### src/rtl/rst_seq_pkg.sv
// Shared types and helpers for the rst_seq reset sequencer.
package rst_seq_pkg;

  typedef enum logic [1:0] {
    ST_ASSERT  = 2'd0,
    ST_RELEASE = 2'd1,
    ST_DONE    = 2'd2
  } state_t;

  // Ceiling log2; returns 0 for v <= 1.
  function automatic int unsigned clog2(input int unsigned v);
    int unsigned r;
    r = 0;
    for (int unsigned p = 1; p < v; p = p << 1) begin
      r = r + 1;
    end
    return r;
  endfunction

endpackage

### src/rtl/sync_bit.sv
// Single-bit multi-flop synchroniser with synchronous clear.
module sync_bit #(
  parameter int unsigned STAGES = 2
) (
  input  logic clk_i,
  input  logic clr_i,
  input  logic d_i,
  output logic q_o
);

  logic [STAGES-1:0] chain_q;

  always_ff @(posedge clk_i) begin
    if (clr_i) begin
      chain_q <= '0;
    end else begin
      chain_q <= {chain_q[STAGES-2:0], d_i};
    end
  end

  assign q_o = chain_q[STAGES-1];

endmodule

### src/rtl/rst_seq.sv
// Multi-channel reset sequencer: hold all resets, then release ascending with a fixed gap.
// Define RST_SEQ_LOCK_EN to add the lock_i port and its synchroniser.
module rst_seq
  import rst_seq_pkg::*;
#(
  parameter int unsigned CHANNELS    = 4,
  parameter int unsigned HOLD_CYCLES = 15,
  parameter int unsigned GAP_CYCLES  = 8,
  parameter int unsigned SYNC_STAGES = 2
) (
  input  logic                clk_i,
  input  logic                rst_i,
`ifdef RST_SEQ_LOCK_EN
  input  logic                lock_i,
`endif
  input  logic                sw_rst_i,
  output logic [CHANNELS-1:0] rst_o,
  output logic                done_o
);

  localparam int unsigned CNT_MAX = (HOLD_CYCLES > GAP_CYCLES) ? HOLD_CYCLES : GAP_CYCLES;
  localparam int unsigned CNT_W   = clog2(CNT_MAX + 1);
  localparam int unsigned IDX_W   = (CHANNELS > 1) ? clog2(CHANNELS) : 1;

  localparam logic [CNT_W-1:0] HOLD_LAST = CNT_W'(HOLD_CYCLES - 1);
  localparam logic [CNT_W-1:0] GAP_LAST  = CNT_W'(GAP_CYCLES - 1);
  localparam logic [IDX_W-1:0] IDX_LAST  = IDX_W'(CHANNELS - 1);

  if (CHANNELS < 1 || HOLD_CYCLES < 1 || GAP_CYCLES < 1 || SYNC_STAGES < 2) begin : g_param_check
    $error("rst_seq: illegal parameter value");
  end

  logic lock_s;
  logic restart;

`ifdef RST_SEQ_LOCK_EN
  sync_bit #(.STAGES(SYNC_STAGES)) u_lock_sync (
    .clk_i (clk_i),
    .clr_i (rst_i),
    .d_i   (lock_i),
    .q_o   (lock_s)
  );
`else
  assign lock_s = 1'b1;
`endif

  assign restart = rst_i | sw_rst_i | ~lock_s;

  state_t              state_q, state_d;
  logic [CNT_W-1:0]    cnt_q,   cnt_d;
  logic [IDX_W-1:0]    idx_q,   idx_d;
  logic [CHANNELS-1:0] rst_q,   rst_d;
  logic                done_q,  done_d;

  always_ff @(posedge clk_i) begin
    if (rst_i) begin
      state_q <= ST_ASSERT;
      cnt_q   <= '0;
      idx_q   <= '0;
      rst_q   <= '1;
      done_q  <= 1'b0;
    end else begin
      state_q <= state_d;
      cnt_q   <= cnt_d;
      idx_q   <= idx_d;
      rst_q   <= rst_d;
      done_q  <= done_d;
    end
  end

  // Outputs are computed as next-state values and registered, so no input reaches them combinationally.
  always_comb begin
    state_d = state_q;
    cnt_d   = cnt_q;
    idx_d   = idx_q;
    rst_d   = rst_q;
    done_d  = done_q;

    if (restart) begin
      state_d = ST_ASSERT;
      cnt_d   = '0;
      idx_d   = '0;
      rst_d   = '1;
      done_d  = 1'b0;
    end else begin
      unique case (state_q)
        ST_ASSERT: begin
          rst_d  = '1;
          done_d = 1'b0;
          if (cnt_q == HOLD_LAST) begin
            state_d  = ST_RELEASE;
            cnt_d    = '0;
            idx_d    = '0;
            rst_d[0] = 1'b0;
          end else begin
            cnt_d = cnt_q + CNT_W'(1);
          end
        end

        ST_RELEASE: begin
          if (idx_q == IDX_LAST) begin
            state_d = ST_DONE;
            rst_d   = '0;
            done_d  = 1'b1;
          end else if (cnt_q == GAP_LAST) begin
            cnt_d = '0;
            idx_d = idx_q + IDX_W'(1);
            // Released bits form a contiguous low run, so a left shift clears exactly bit idx+1.
            rst_d = rst_q << 1;
          end else begin
            cnt_d = cnt_q + CNT_W'(1);
          end
        end

        ST_DONE: begin
          rst_d  = '0;
          done_d = 1'b1;
        end

        default: begin
          state_d = ST_ASSERT;
          cnt_d   = '0;
          idx_d   = '0;
          rst_d   = '1;
          done_d  = 1'b0;
        end
      endcase
    end
  end

  assign rst_o  = rst_q;
  assign done_o = done_q;

endmodule
### config.mk
export PLATFORM = sky130hd
export DESIGN_NAME = rst_seq
export DESIGN_NICKNAME = d
export VERILOG_FILES = /design/src/rtl/rst_seq_pkg.sv /design/src/rtl/sync_bit.sv /design/src/rtl/rst_seq.sv
export SDC_FILE = /design/constraint.sdc
export NUM_CORES = 1
export LEC_CHECK = 0
export BUFFER_PORTS_ARGS = -buffer_cell sky130_fd_sc_hd__buf_2
export CORE_MARGIN = 3
export CORE_UTILIZATION = 54
export CTS_BUF_LIST = sky130_fd_sc_hd__clkbuf_8 sky130_fd_sc_hd__clkbuf_16
export DETAILED_ROUTE_END_ITERATION = 8
export GPL_TIMING_DRIVEN = 0
export PLACE_DENSITY = 0.85
export SYNTH_ARGS = -nofsm -noshare
export SYNTH_HDL_FRONTEND = slang
export SYNTH_SLANG_ARGS = --single-unit
### constraint.sdc
create_clock -name clk_i -period 2.1 [get_ports clk_i]
set_clock_uncertainty 0.15 [all_clocks]
set_input_delay 0.42 -clock clk_i [delete_from_list [all_inputs] [get_ports clk_i]]
set_output_delay 0.42 -clock clk_i [all_outputs]
set_load 0.01 [all_outputs]
# Word level (Yosys, flattened, before mapping)
# Index checks and enable logic that the tools add are counted.
# totals
regBits	13
latchBits	0
mem_bits_rw	0
rom_bits	0
in_bits	3
out_inout_bits	5
word_cells	41
n_memories	0
# classes
add_sub_neg	2
multipliers	0
div_mod_pow	0
magnitude_cmp	0
n_eq_ne	10
n_shift	0
muxes	17
bitwise_logic	2
reduce_logical	5
# ops
op	count
$pmux 4 s3	2
$mux 4	5
$pmux 2 s3	2
$mux 2	5
$ne 2x2->1 const B	4
$add 4x1->4 const B	1
$eq 2x2->1 const B	2
$eq 4x3->1 const B	1
$eq 4x4->1 const B	1
$reduce_and 4->1	1
$ne 3x3->1 const B	1
$reduce_and 3->1	1
$add 2x1->2 const B	1
$eq 2x1->1 const B	1
$logic_not 2->1	1
$mux 1	2
$pmux 1 s2	1
$reduce_and 2->1	1
$reduce_or 2->1	1
$not 1->1	1
$or 1x1->1	1

# Logic depth before layout (Yosys ltp)
# Gate-level depths: netlist of run 1.
# depth
ltp_word	4
mapped_depth	7
depth_no_buf	6

# Worst setup path after synthesis of run 1
# OpenSTA, ideal clock, no wires.
# synth_path
kind	reg2reg
startpoint	reg state_q[0]
endpoint	reg idx_q[1]
setup_ns	0.128
t_arrival_ns	1.422
t_required_ns	1.822
slack_ns	0.400
path_stages_with_launch	8
n_path_buf	1
synth_period_minus_slack_ns	1.700
cell_sequence	dfxtp_1 > inv_1 > ha_1 > clkbuf_1 > or2_2 > o211a_1 > o21ai_0 > a21oi_1
# synth_via
elab_chain_cells	3
word_cells_on_any_way	9
classes_between	eq/ne (5); mux (1); bitwise (1); reduce/logical (2)
# synth_rtl
element	line_no	text
from (decl)	rst_seq.sv:49	state_t state_q, state_d;
from (signal assigned)	rst_seq.sv:63	state_q <= state_d;
$eq 2x1->1 (tied with other cells)	rst_seq.sv:86	unique case (state_q)
$ne 2x2->1 (no source line) or $not 1->1 (tied branches)	--	
$reduce_and 4->1 (no source line)	--	
to (signal assigned)	rst_seq.sv:65	idx_q <= idx_d;
to (decl)	rst_seq.sv:51	logic [IDX_W-1:0] idx_q, idx_d;
# Parallel ways exist; a longest one is shown, timed or not.
# A chain may end at the register's enable or synchronous reset.

# Final worst setup path of run 1
# layout_path
startpoint	reg state_q[1]
endpoint	reg idx_q[1]
# The elaborated chain is that of the path after synthesis.

==> flow_summary.toml, run 1 <==
[hold_path]
hp-class = "primary input to register"

[timing]
hold_viol = 0
tns_ns = 0
grt_setup_unrepaired = "false"
worst_pin_slew_ns = 0.397
relSlewSlack = 0.734
setup_viol = 0
layout_setup_ws_ns = 0.219
max_freq_mhz = 532
period_share = 0.896
holdWs_ns = 0.303
period_needed_ns = 1.88
slew_viol_final = 0

[synthesis]
avgSynthCellArea_um2 = 8.33
syn_area_um2 = 733
yosys-top-cells-area = "dfxtp_1, ha_1, nand2_1"
syn-instance-count = 88
synth_top_area_frac = 0.355
synthDistinctLibCells = 32
yosysWarnings = 0
syn_nets = 98
ys_ff_latch = 13
ys_seq_area_frac = 0.355
yosys.area.top_type = "dfxtp_1"

[power]
pwr-share-comb = 0.030
power_frac_seq = 0.524
power.total_mw = 0.479
clockPowerShare = 0.446
peakVddDrop_mv = 0.366
pwr_density_cell_nw_per_um2 = 576
p_sw_frac = 0.198
p_leak_nw = 0.327
p_sw_mw = 0.0948
p_int_mw = 0.384

[worst_setup_path]
critical_path.max_fanout = 10
cp_cell_sequence = "inv_1 > ha_1 > clkbuf_1 > or2_2 > o211a_1 > o21ai_0 > a21oi_1"
max_stage_delay_ns = 0.38
critPathArrivalTime_ns = 1.84
cp.required_ns = 2.06
crit_type = "register to register"
crit_path_end_kind = "register"
startpoint_type = "register"
slowest_stage = "dfxtp_1"

[global_route]
grt_first_pass_wirelength_mm = 2.30
grt-busiest-layer = "met2"
grt.overflow.total = 0
gr-usage-all-layers = 0.169
use_met1 = 0.205
use_met3 = 0.0763
antenna_found_initial = 0
grt_max_degree = 11
use_met2 = 0.260
grt_pass1_vias = 536

[clock_network]
cts_resized = 0
cts_hold_buffers = 0
cts_buffers = 3
cts_buffer_depth = 2
cts.clk_slew.worst_paths_ns = 0.05
cts_tree = "done"
cts_sinks = 13
cts-root-buf = "clkbuf_8"
post_cts_buffers = 0
clk_latency_ns = 0.24
htreeDepth = 1

[final_layout]
insertedDiodeCount = 0
mostFrequentLayoutCell = "dfxtp_1"
area_growth_pct = 13.3
final_cell_mix = "dfxtp_1, nand2_1, nor2_1"
final_nets = 110
fin_area_um2 = 831
fin_cells = 113
drive_gt1_frac = 0.162
final_core_util = 0.700
fillers = 110

[die]
coreArea_um2 = 1190
die_w_um = 42.9
rows = 12
start_util = 0.618
die_h_um = 42.9
ioPinCount = 8
die-area_um2 = 1840

[detailed_routing]
routed-via-count = 632
via_per_inst = 5.59
wirelength_mm = 1.30
drt_iter0_drc = 12
routedWlPerCell_um = 11.5
first_pass_iters = 4
ant_nets = 0
drc = 0

[placed_design]
port_buffers = 7
place_inst = 109
place_worst_setup_slack_ns = 0.232
gp_congestion = 0.868
place_hpwl_um = 971
placed_cell_area_um2 = 786

[run_status]
outcome = "finished clean"

[flow_run]
max-cap-violations = 0
cell families after synthesis:
family / count (synthesis) / share of synthesized area
compound gates: 25 / 0.229
simple gates: 32 / 0.217
mux: 2 / 0.0273
buf+inv: 9 / 0.0529
fa+ha+maj: 7 / 0.119
flops: 13 / 0.355
Yosys cell counts (all sizes together):
library cell / count
a31oi: 1
nand3b: 1
a22oi: 1
a21oi: 6
nand3: 3
a211oi: 1
clkbuf: 3
and2b: 1
o211a: 1
nor2b: 1
nor2: 8
nor3b: 1
o21ai: 3
nand4b: 1
or2: 3
buf: 2
o311a: 1
mux2i: 2
ha: 7
nor3: 1
inv: 4
dfxtp: 13
o32ai: 1
o21a: 3
nand2: 11
a221oi: 1
o22ai: 3
a21o: 2
or4: 1
o31ai: 1
final timing paths:
check | from | end | slack, ns | depth (start not counted)
min reg2reg | idx_q[1]$_SDFFE_PP0P_ | idx_q[1]$_SDFFE_PP0P_ | 0.33 | 2
max | state_q[1]$_SDFFE_PP0P_ | idx_q[1]$_SDFFE_PP0P_ | 0.22 | 7
max reg2reg | state_q[1]$_SDFFE_PP0P_ | idx_q[1]$_SDFFE_PP0P_ | 0.22 | 7
min | rst_i | rst_o[1]$_SDFFE_PP1P_ | 0.30 | 3
power groups by stage:
stage	sequential (mW)	clock [mW]	combinational, mW
2_1_floorplan	0.256	0	0.00998
3_3_place_gp	0.256	0	0.0141
3_5_place_dp	0.256	0	0.0146
4_1_cts	0.251	0.220	0.0147
5_1_grt	0.251	0.237	0.0161
6_report	0.251	0.213	0.0144
flip-flops by register name, summed over array words and instances (netlist names):
signal   flops
rst_o        4
idx_q        2
state_q      2
done_o       1
cnt_q        4
layout make-up:
class                   count  area (um^2)  share of cell area
clock buffers               3         41.3              0.0497
flip-flops and latches     13          260               0.313
inverters                   4         15.0              0.0181
well taps                  14         17.5              0.0211
plain buffers               5         23.8              0.0286
multi-input cells          66          434               0.523
clock inverters             1         3.75             0.00452
repair buffers              7         35.0              0.0422
layer usage:
metal | up-vias | part of all wire
li1 | 338 | -
met1 | 285 | 0.50
met2 | 9 | 0.45
met3 | 0 | 0.050
met4 | 0 | 0
met5 | - | 0
worst max-delay path, delay by kind of cell (launching register included):
family          cells  cell delay, ns
compound gates      3            0.42
flops               1            0.38
simple gates        1            0.34
buf+inv             2            0.29
fa+ha+maj           1            0.18
Power figures use the tool's default switching activity.
==> inputs of run 2 (changes only) <==
Settings changed: PLACE_DENSITY 0.85 to unset, PLACE_DENSITY_LB_ADDON set to 0.3.
==> flow_summary.toml, run 2 (same netlist as run 1, synthesis figures left out) <==
[placed_design]
port_buffers = 7
place_worst_setup_slack_ns = 0.204
place_inst = 109
place_hpwl_mm = 1.06
placed_cell_area_um2 = 786
gp_congestion = 0.800

[timing]
period_share = 0.911
layout_setup_ws_ns = 0.187
hold_viol = 0
slew_viol_final = 0
period_needed_ns = 1.91
tns_ns = 0
holdWs_ns = 0.309
relSlewSlack = 0.736
worst_pin_slew_ns = 0.394
setup_viol = 0
grt_setup_unrepaired = "false"
max_freq_mhz = 523

[global_route]
grt.overflow.total = 0
grt_max_degree = 11
antenna_found_initial = 0
grt_first_pass_wirelength_mm = 2.70
grt_pass1_vias = 623
gr-usage-all-layers = 0.196

[worst_setup_path]
crit_type = "register to register"
crit_path_end_kind = "register"
critical_path.max_fanout = 10
cp.required_ns = 2.07
critPathArrivalTime_ns = 1.88
startpoint_type = "register"

[detailed_routing]
wirelength_mm = 1.51
via_per_inst = 5.68
ant_nets = 0
routed-via-count = 642
drt_iter0_drc = 8
drc = 0
first_pass_iters = 2
routedWlPerCell_um = 13.4

[clock_network]
cts-root-buf = "clkbuf_8"
htreeDepth = 1
post_cts_buffers = 0
clk_latency_ns = 0.24
cts_hold_buffers = 0
cts_resized = 0
cts_buffers = 3
cts_tree = "done"
cts_buffer_depth = 2
cts_sinks = 13
cts.clk_slew.worst_paths_ns = 0.05

[power]
peakVddDrop_mv = 0.403
pwr_density_cell_nw_per_um2 = 585
power.total_mw = 0.486
p_leak_nw = 0.327

[final_layout]
mostFrequentLayoutCell = "dfxtp_1"
area_growth_pct = 13.3
fin_area_um2 = 831
insertedDiodeCount = 0
final_core_util = 0.700
drive_gt1_frac = 0.162
final_nets = 110
final_cell_mix = "dfxtp_1, nand2_1, nor2_1"
fin_cells = 113

[die]
die-area_um2 = 1840
coreArea_um2 = 1190
rows = 12
die_h_um = 42.9
ioPinCount = 8
start_util = 0.618
die_w_um = 42.9

[hold_path]
hp-class = "primary input to register"

[flow_run]
max-cap-violations = 0

[run_status]
outcome = "finished clean"
-- run 2: cell counts in the layout (fill, tap and decap cells not counted) --
Identical to the previous run, type by type.
-- run 2: worst paths after layout --
kind / startpoint / to / slack, ns / depth (start not counted)
hold / removal: rst_i / rst_o[3]$_SDFFE_PP1P_ / 0.31 / 3
hold reg to reg: idx_q[1]$_SDFFE_PP0P_ / idx_q[1]$_SDFFE_PP0P_ / 0.34 / 2
setup reg to reg: state_q[1]$_SDFFE_PP0P_ / idx_q[1]$_SDFFE_PP0P_ / 0.19 / 7
setup / recovery: state_q[1]$_SDFFE_PP0P_ / idx_q[1]$_SDFFE_PP0P_ / 0.19 / 7
-- run 2: power by group --
part / switching, mW / internal [mW]
Sequential: 0.00229 / 0.249
Clock: 0.0900 / 0.129
Combinational: 0.00917 / 0.00613
Total: 0.102 / 0.384
-- run 2: critical path, stage by stage (launching register included) --
cell,delay (ns)
dfxtp_1,0.39
inv_1,0.09
ha_1,0.18
clkbuf_1,0.20
or2_2,0.34
o211a_1,0.18
o21ai_0,0.16
a21oi_1,0.08
-- run 2: final cells by class --
| class | instances | area (um^2) |
|---|---|---|
| buffer | 5 | 23.8 |
| multi-input combinational | 66 | 434 |
| timing repair buffer | 7 | 35.0 |
| fill | 103 | 355 |
| inverter | 4 | 15.0 |
| tap | 14 | 17.5 |
| clock buffer | 3 | 41.3 |
| clock inverter | 1 | 3.75 |
| sequential | 13 | 260 |
-- run 2: metal layers --
layer	part of all wire	global-route usage
met2	0.46	0.317
met5	0	0
met1	0.48	0.230
met3	0.040	0.0636
met4	0.021	0.0932
==> inputs of run 3 (changes only) <==
Settings changed: CTS_CLUSTER_SIZE set to 8, MAX_ROUTING_LAYER set to met4, SETUP_SLACK_MARGIN set to 0.5.
==> flow_summary.toml, run 3 (same netlist as run 1, synthesis figures left out) <==
[run_status]
outcome = "finished clean"

[die]
ioPinCount = 8
rows = 12
die_h_um = 42.9
coreArea_um2 = 1190
die_w_um = 42.9
die-area_um2 = 1840
start_util = 0.618

[final_layout]
insertedDiodeCount = 0
fin_cells = 124
multi_input_area_um2 = 577
final_cell_mix = "dfxtp_1, buf_4, nand2_1"
final_nets = 121
drive_gt1_frac = 0.518
final_core_util = 0.934
area_growth_pct = 51.0
regArea_um2 = 270
fillers = 40
fin_area_um2 = 1110

[flow_run]
max-cap-violations = 0

[clock_network]
cts.clk_slew.worst_paths_ns = 0.06
cts-root-buf = "clkbuf_8"
cts_buffers = 3
clk_latency_ns = 0.25
cts_sinks = 13
cts_hold_buffers = 0
cts_buffer_depth = 2
htreeDepth = 1
cts_tree = "done"

[global_route]
grt.overflow.total = 0
gr-usage-all-layers = 0.248
grt_first_pass_wirelength_mm = 3.26
grt_pass1_vias = 709
antenna_found_initial = 0
grt_max_degree = 11

[timing]
period_needed_ns = 1.73
relSlewSlack = 0.672
slew_viol_final = 0
holdWs_ns = 0.329
hold_viol = 0
setup_viol = 0
tns_ns = 0
worst_pin_slew_ns = 0.491
grt_setup_unrepaired = "true"
period_share = 0.823
max_freq_mhz = 578
layout_setup_ws_ns = 0.371

[detailed_routing]
first_pass_iters = 4
drt_iter0_drc = 44
routed-via-count = 863
routedWlPerCell_um = 23.0
ant_nets = 0
wirelength_mm = 2.85
drc = 0
via_per_inst = 6.96

[hold_path]
hp-class = "primary input to register"

[power]
power.total_mw = 0.500
peakVddDrop_mv = 0.492
p_leak_nw = 0.455
pwr_density_cell_nw_per_um2 = 451

[worst_setup_path]
startpoint_type = "register"
critPathArrivalTime_ns = 1.76
cp_cell_sequence = "inv_4 > ha_4 > and2b_1 > buf_6 > nand2_2 > or4_4 > a21oi_2"
crit_path_end_kind = "register"
max_stage_delay_ns = 0.41
slowest_stage = "or4_4"
critical_path.max_fanout = 5
cp_top_family = "simple AND/OR/NAND/NOR gates"
critical_path_buf_inv_count = 2
cp.required_ns = 2.13
crit_type = "register to register"

[placed_design]
gp_congestion = 0.786
place_inst = 109
place_hpwl_mm = 1.01
placed_cell_area_um2 = 803
port_buffers = 7
place_worst_setup_slack_ns = 0.373
run 3: cell count changes in the layout (fill, tap and decap cells not counted), sizes merged:
| cell | previous run | this run |
|---|---|---|
| buf | 9 | 22 |
| clkbuf | 6 | 4 |
run 3: cell type report:
| class | count | area share |
|---|---|---|
| plain buffers | 5 | 0.0452 |
| clock buffers | 3 | 0.0373 |
| clock inverters | 1 | 0.00339 |
| inverters | 4 | 0.0203 |
| multi-input cells | 66 | 0.521 |
| flip-flops and latches | 13 | 0.244 |
| well taps | 14 | 0.0158 |
| repair buffers | 18 | 0.113 |
run 3: path summary, 6_finish.rpt:
| path | from | endpoint | slack, ns | cells past startpoint |
|---|---|---|---|---|
| hold reg to reg | rst_o[3]$_SDFFE_PP1P_ | rst_o[3]$_SDFFE_PP1P_ | 0.35 | 2 |
| hold / removal | sw_rst_i | rst_o[1]$_SDFFE_PP1P_ | 0.33 | 3 |
| setup / recovery | state_q[1]$_SDFFE_PP0P_ | idx_q[1]$_SDFFE_PP0P_ | 0.37 | 7 |
| setup reg to reg | state_q[1]$_SDFFE_PP0P_ | idx_q[1]$_SDFFE_PP0P_ | 0.37 | 7 |
run 3: power by group:
group          total (mW)  internal [mW]  switching (mW)  leakage (nW)
sequential          0.249          0.246         0.00316         0.108
combinational      0.0192        0.00698          0.0123         0.320
clock               0.231          0.130           0.102        0.0269
run 3: per-layer routing:
| layer | GRT usage | vias up | wire length [um] |
|---|---|---|---|
| met5 | - | - | 0 |
| met4 | 0.0745 | 0 | 112 |
| met3 | 0.0720 | 16 | 250 |
| met2 | 0.404 | 65 | 1320 |
| met1 | 0.292 | 422 | 1170 |
| li1 | - | 360 | - |
run 3: what timing repair did:
action,CTS,global route
gates cloned,0,0
pin swaps,2,8
gates resized for setup,18,26
setup endpoints to repair,5,12
buffers inserted,7,4
run 3: worst register-to-register path, cell delays in order, from the launching register on:
cell     delay [ns]
dfxtp_4        0.37
inv_4          0.07
ha_4           0.17
and2b_1        0.17
buf_6          0.14
nand2_2        0.05
or4_4          0.41
a21oi_2        0.12
